<file path="src/rtl/window_dot_product_pkg.sv">
// Shared constants and types for the window datapath (memory/router stage and dot-product stage).
// Sum width covers MaxWidth full-precision products without overflow.
package window_dot_product_pkg;

    localparam int MaxWidth  = 9;
    localparam int DataWidth = 8;
    localparam int AccWidth  = 32;
    localparam int ProdWidth = 2 * DataWidth;
    localparam int SumWidth  = ProdWidth + $clog2(MaxWidth);
    localparam int CntWidth  = $clog2(MaxWidth);

    typedef enum logic {
        LOADING,
        READY
    } loadStateT;

    typedef struct packed {
        logic accClear;
        logic lastWindow;
    } frameT;

    function automatic logic [CntWidth-1:0] nextSlot(input logic [CntWidth-1:0] cnt);
        return (cnt == CntWidth'(MaxWidth - 1)) ? '0 : cnt + CntWidth'(1);
    endfunction

endpackage

</file>
<file path="src/rtl/window_dot_product_adder_tree.sv">
// Combinational signed reduction of N operands; the output is wide enough that the sum
// of N full-scale operands can never overflow.
module adder_tree #(
    parameter int N       = 9,
    parameter int InWidth = 16
) (
    input  logic signed [InWidth-1:0]             operands [N],
    output logic signed [InWidth+$clog2(N)-1:0]   sum
);

    localparam int OutWidth = InWidth + $clog2(N);

    logic signed [OutWidth-1:0] total;

    always_comb begin
        total = '0;
        for (int i = 0; i < N; i++) begin
            total = total + OutWidth'(operands[i]);
        end
        sum = total;
    end

endmodule

</file>
<file path="src/rtl/window_dot_product.sv">
// Three-stage windowed dot product (multiply, reduce, accumulate) against a serially
// loaded weight vector, producing one signed result per accumulation group.
module window_dot_product
    import window_dot_product_pkg::*;
(
    input  logic                              clk,
    input  logic                              rst,
    input  logic                              weightEn,
    input  logic [DataWidth-1:0]              weightIn,
    input  logic                              windowValid,
    input  logic [MaxWidth*DataWidth-1:0]     windowIn,
    input  logic                              accClear,
    input  logic                              lastWindow,
    output logic                              weightsReady,
    output logic                              busy,
    output logic                              resultValid,
    output logic signed [AccWidth-1:0]        result
);

    loadStateT                    state;
    loadStateT                    stateNext;
    logic [CntWidth-1:0]          cnt;
    logic signed [DataWidth-1:0]  weights [MaxWidth];
    logic signed [DataWidth-1:0]  elems   [MaxWidth];
    logic                         accept;

    logic signed [ProdWidth-1:0]  prod_p1 [MaxWidth];
    frameT                        frame_p1;
    logic                         vld_p1;

    logic signed [SumWidth-1:0]   treeSum;
    logic signed [SumWidth-1:0]   sum_p2;
    frameT                        frame_p2;
    logic                         vld_p2;

    logic                         vld_p3;
    logic signed [AccWidth-1:0]   acc;
    logic signed [AccWidth-1:0]   accNext;

    function automatic logic signed [ProdWidth-1:0] mulFull(
        input logic signed [DataWidth-1:0] a,
        input logic signed [DataWidth-1:0] b
    );
        return ProdWidth'(a) * ProdWidth'(b);
    endfunction

    function automatic logic signed [AccWidth-1:0] extendSum(input logic signed [SumWidth-1:0] s);
        return {{(AccWidth - SumWidth){s[SumWidth-1]}}, s};
    endfunction

    // Accumulation wraps modulo 2^AccWidth; no saturation is applied.
    function automatic logic signed [AccWidth-1:0] wrapAdd(
        input logic signed [AccWidth-1:0] a,
        input logic signed [AccWidth-1:0] b
    );
        return a + b;
    endfunction

    always_ff @(posedge clk or negedge rst) begin
        if (!rst) begin
            state <= LOADING;
        end else begin
            state <= stateNext;
        end
    end

    always_comb begin
        stateNext = state;
        case (state)
            LOADING: if (weightEn && cnt == CntWidth'(MaxWidth - 1)) stateNext = READY;
            READY:   if (weightEn) stateNext = LOADING;
            default: stateNext = LOADING;
        endcase
    end

    assign weightsReady = (state == READY);
    assign accept       = windowValid && weightsReady;

    // A reload starts with cnt already wrapped to 0, so it lands in slot 0.
    always_ff @(posedge clk or negedge rst) begin
        if (!rst) begin
            cnt <= '0;
            for (int i = 0; i < MaxWidth; i++) begin
                weights[i] <= '0;
            end
        end else if (weightEn) begin
            weights[cnt] <= weightIn;
            cnt          <= nextSlot(cnt);
        end
    end

    always_comb begin
        for (int i = 0; i < MaxWidth; i++) begin
            elems[i] = windowIn[i*DataWidth +: DataWidth];
        end
    end

    // Stage 1: element-wise products against the weights as they stood before this edge.
    always_ff @(posedge clk) begin
        if (accept) begin
            frame_p1 <= '{accClear: accClear, lastWindow: lastWindow};
            for (int i = 0; i < MaxWidth; i++) begin
                prod_p1[i] <= mulFull(elems[i], weights[i]);
            end
        end
    end

    // Stage 2: reduce the products.
    adder_tree #(
        .N       (MaxWidth),
        .InWidth (ProdWidth)
    ) u_adderTree (
        .operands (prod_p1),
        .sum      (treeSum)
    );

    always_ff @(posedge clk) begin
        if (vld_p1) begin
            sum_p2   <= treeSum;
            frame_p2 <= frame_p1;
        end
    end

    // Stage 3: accumulate and publish on the group's last window.
    always_comb begin
        accNext = frame_p2.accClear ? extendSum(sum_p2) : wrapAdd(acc, extendSum(sum_p2));
    end

    always_ff @(posedge clk or negedge rst) begin
        if (!rst) begin
            vld_p1      <= 1'b0;
            vld_p2      <= 1'b0;
            vld_p3      <= 1'b0;
            acc         <= '0;
            result      <= '0;
            resultValid <= 1'b0;
        end else begin
            vld_p1      <= accept;
            vld_p2      <= vld_p1;
            vld_p3      <= vld_p2;
            resultValid <= vld_p2 && frame_p2.lastWindow;
            if (vld_p2) begin
                acc <= accNext;
                if (frame_p2.lastWindow) begin
                    result <= accNext;
                end
            end
        end
    end

    assign busy = vld_p1 || vld_p2 || vld_p3;

endmodule
</file>
<file path="config.mk">
export PLATFORM = sky130hd
export DESIGN_NAME = window_dot_product
export DESIGN_NICKNAME = d
export VERILOG_FILES = /design/src/rtl/window_dot_product_pkg.sv /design/src/rtl/window_dot_product_adder_tree.sv /design/src/rtl/window_dot_product.sv
export SDC_FILE = /design/constraint.sdc
export NUM_CORES = 2
export LEC_CHECK = 0
export CORE_MARGIN = 1.5
export CORE_UTILIZATION = 38
export CTS_BUF_LIST = sky130_fd_sc_hd__clkbuf_4 sky130_fd_sc_hd__clkbuf_8
export CTS_CLUSTER_DIAMETER = 200
export DETAILED_ROUTE_END_ITERATION = 10
export PLACE_DENSITY = 0.52
export SYNTH_ARGS = -nofsm -noshare
export SYNTH_HDL_FRONTEND = slang
export SYNTH_HIERARCHICAL = 1
export SYNTH_SLANG_ARGS = --single-unit
</file>
<file path="constraint.sdc">
create_clock -name clk -period 5.86 [get_ports clk]
set_input_delay 1.172 -clock clk [delete_from_list [all_inputs] [get_ports clk]]
set_output_delay 1.172 -clock clk [all_outputs]
set_load 0.01 [all_outputs]
</file>
==> results.json <==
{
  "synthToLayoutAreaGrowth_pct": 13.97,
  "synth-async-reset-ratio_pct": 46.33,
  "postCtsHoldBufs": 0,
  "grt_pass1_wl_mm": 146.9,
  "nets": 5041,
  "slowest_delay_ps": 580,
  "cpMostUsedCell": "inv_1",
  "grt_max_degree": 68,
  "grt_pass1_vias": 27129,
  "crit_required_ps": 6240,
  "endpoint_kind": "flip-flop",
  "design_area_mm2": 0.04348,
  "clock_latency_ps": 660,
  "core-area_mm2": 0.09986,
  "finalHoldViolCount": 0,
  "fin_crit_ps": 5340,
  "cp_max_fo": 8,
  "antenna_found_initial": 5,
  "cts_inserted_buffers": 69,
  "r2r_cells": 19,
  "ys_types": 71,
  "dpl-instance-area_mm2": 0.04197,
  "status": "completed",
  "hold_class": "reg -> reg",
  "ctsResizeCount": 0,
  "dr_total_vias": 25005,
  "layout_common_cells": "941 x inv_1, 611 x fa_1, 393 x and2_1",
  "cts.sinks": 313,
  "first_pass_iters": 4,
  "cts_setup_buffers": 0,
  "die-area_mm2": 0.1023,
  "drive_gt1_share_pct": 9.135,
  "max_cap_violations": 0,
  "dieWidth_um": 319.8,
  "post-route-drc-count": 0,
  "ys_seq_elements": 313,
  "hpwl_mm": 72.56,
  "layout_commonest_cell": "inv_1",
  "fin_tns_setup_ps": 0,
  "worstSetupPathType": "in -> reg",
  "fin_skew_ps": 46.23,
  "finalCritPeriodShare_pct": 91.13,
  "rsz0062_at_grt": "no",
  "slew-limit-headroom_pct": 11.50,
  "worstMarginPinSlew_ps": 1325,
  "final-max-slew-violation-count": 0,
  "overflow": 0,
  "synthCells": 3723,
  "gp_congestion": 0.8453,
  "worstPathArrival_ps": 5720,
  "port_buffers": 120,
  "slowest_stage": "clkdlybuf4s50_1",
  "clk_pin_slew_ps": 60,
  "drt_iter0_drc": 1001,
  "holdPathStages": 0,
  "ant_nets": 0,
  "cts.path.max_buffers": 3,
  "timing.fmax_mhz": 187.3,
  "synth_warnings": 6,
  "syn_area_per_cell_um2": 10.25,
  "start_kind": "input pin",
  "synth_flop_cell": "edfxtp_1",
  "syn_nets": 4736,
  "grt_usage_pct": 18.28,
  "htreeDepth": 3,
  "setup_viol": 0,
  "start_util_pct": 38.20,
  "synth_area_mm2": 0.03815,
  "yosysSeqAreaShare_pct": 22.74,
  "rows": 116,
  "path_cells": "clkdlybuf4s50_1 -> and2_1 -> fa_1 -> inv_1 -> fa_1 -> inv_1 -> fa_1 -> inv_1 -> fa_1 -> inv_1 -> ha_1 -> inv_1 -> o21ai_1 -> a21oi_1 -> o21ai_1 -> a21oi_1 -> o21ai_1 -> nor4_1 -> nor3_1 -> xnor2_1",
  "cts_tree": "built",
  "wl_per_cell_um": 16.45,
  "ioPinCount": 121,
  "synth-edff-count": 168,
  "clockRootBuffer": "clkbuf_8",
  "routed_wl_mm": 88.61,
  "die_h_um": 319.8,
  "vias_per_cell": 4.643
}
synthesized netlist by cell type (7+ instances only):
cell type / instances / area share [%]
a21boi_1: 15 / 0.30
a21o_1: 47 / 0.92
a21oi_1: 119 / 1.6
a31oi_1: 8 / 0.13
and2_1: 394 / 6.5
and3_1: 7 / 0.11
clkbuf_1: 27 / 0.27
dfrtp_1: 145 / 9.5
edfxtp_1: 168 / 13
fa_1: 611 / 32
ha_1: 316 / 10
inv_1: 941 / 9.3
mux2_2: 88 / 2.6
mux2i_1: 12 / 0.31
nand2_1: 219 / 2.2
nand2b_1: 24 / 0.39
nand3_1: 12 / 0.16
nor2_1: 97 / 0.95
nor2b_1: 68 / 1.1
nor3_1: 15 / 0.20
o211ai_1: 9 / 0.18
o21ai_0: 38 / 0.50
o21ai_1: 60 / 0.79
o21bai_1: 11 / 0.22
xnor2_1: 144 / 3.3
xor2_1: 33 / 0.76
state kept, by name (all words and copies together), names as in the netlist, 2 cells and up:
name      flops
acc          32
cnt           4
frame_p1      2
frame_p2      2
prod_p1     144
result       32
sum_p2       20
weights      72
area by class of cell:
cell class / count / area [um^2]
clock inverters: 31 / 304.0
flip-flops and latches: 313 / 8675
diodes: 5 / 12.51
well taps: 1298 / 1624
repair buffers: 265 / 2303
multi-input cells: 2435 / 25820
fillers: 9730 / 56380
inverters: 944 / 3543
clock buffers: 95 / 1195
critical path: cells and delay by family:
family          cells  cell delay, ps
fa+ha+maj           5            2300
buf+inv             6             870
compound gates      5             640
simple gates        3             600
xor+xnor            1             130
cells by family (layout without fill, tap and decap cells):
kind of cell             after synthesis  in the layout  share of synthesized area (%)
buffers and inverters                975           1335                          9.594
adder cells (fa/ha/maj)              927            927                          42.43
AND/OR/NAND/NOR                      882            882                          12.50
AO/OA/AOI/OAI                        347            347                          5.697
flip-flops                           313            313                          22.74
XOR/XNOR                             177            177                          4.064
multiplexers                         102            102                          2.981
other                                  0              5                              0
metrics by stage:
step | hold WS [ps] | setup WS (ps) | instances | utilization (%)
floorplan | 351.9 | 700.6 | 3723 | -
global placement | 404.3 | -67.28 | 5255 | 42.03
detailed placement | 406.2 | -101.2 | 5255 | 42.03
CTS | 419.9 | 594.9 | 5381 | 43.53
global route | 428.8 | 264.7 | 5382 | 43.53
finish | 416.9 | 519.7 | 5386 | 43.54
worst paths after layout:
| kind | slack [ps] | to | from |
|---|---|---|---|
| setup reg to reg | 1080 | prod_p1[14]$_DFFE_PP_ | weights[2]$_DFFE_PN0P_ |
| hold / removal | 420 | frame_p2[1]$_DFFE_PP_ | frame_p1[1]$_DFFE_PP_ |
| min in group asynchronous | 590 | weights[19]$_DFFE_PN0P_ | rst |
| setup / recovery | 520 | prod_p1[127]$_DFFE_PP_ | windowIn[11] |
| hold reg to reg | 420 | frame_p2[1]$_DFFE_PP_ | frame_p1[1]$_DFFE_PP_ |
| max in group asynchronous | 4100 | weights[69]$_DFFE_PN0P_ | rst |
routing by layer:
layer  wire length (um)  global-route usage [%]  vias up  share of wire (%)
met5                  0                       0        -                  0
met1              40670                   24.80    12623                 46
met3               2651                   1.931       80                3.0
met2              44200                   31.86      278                 50
li1                   -                       -    12024                  -
met4               1095                   3.175        0                1.2
Power is left out: the tool's default activity adds up to more than one toggle a clock period on the data nets, which glitch-free logic cannot reach.
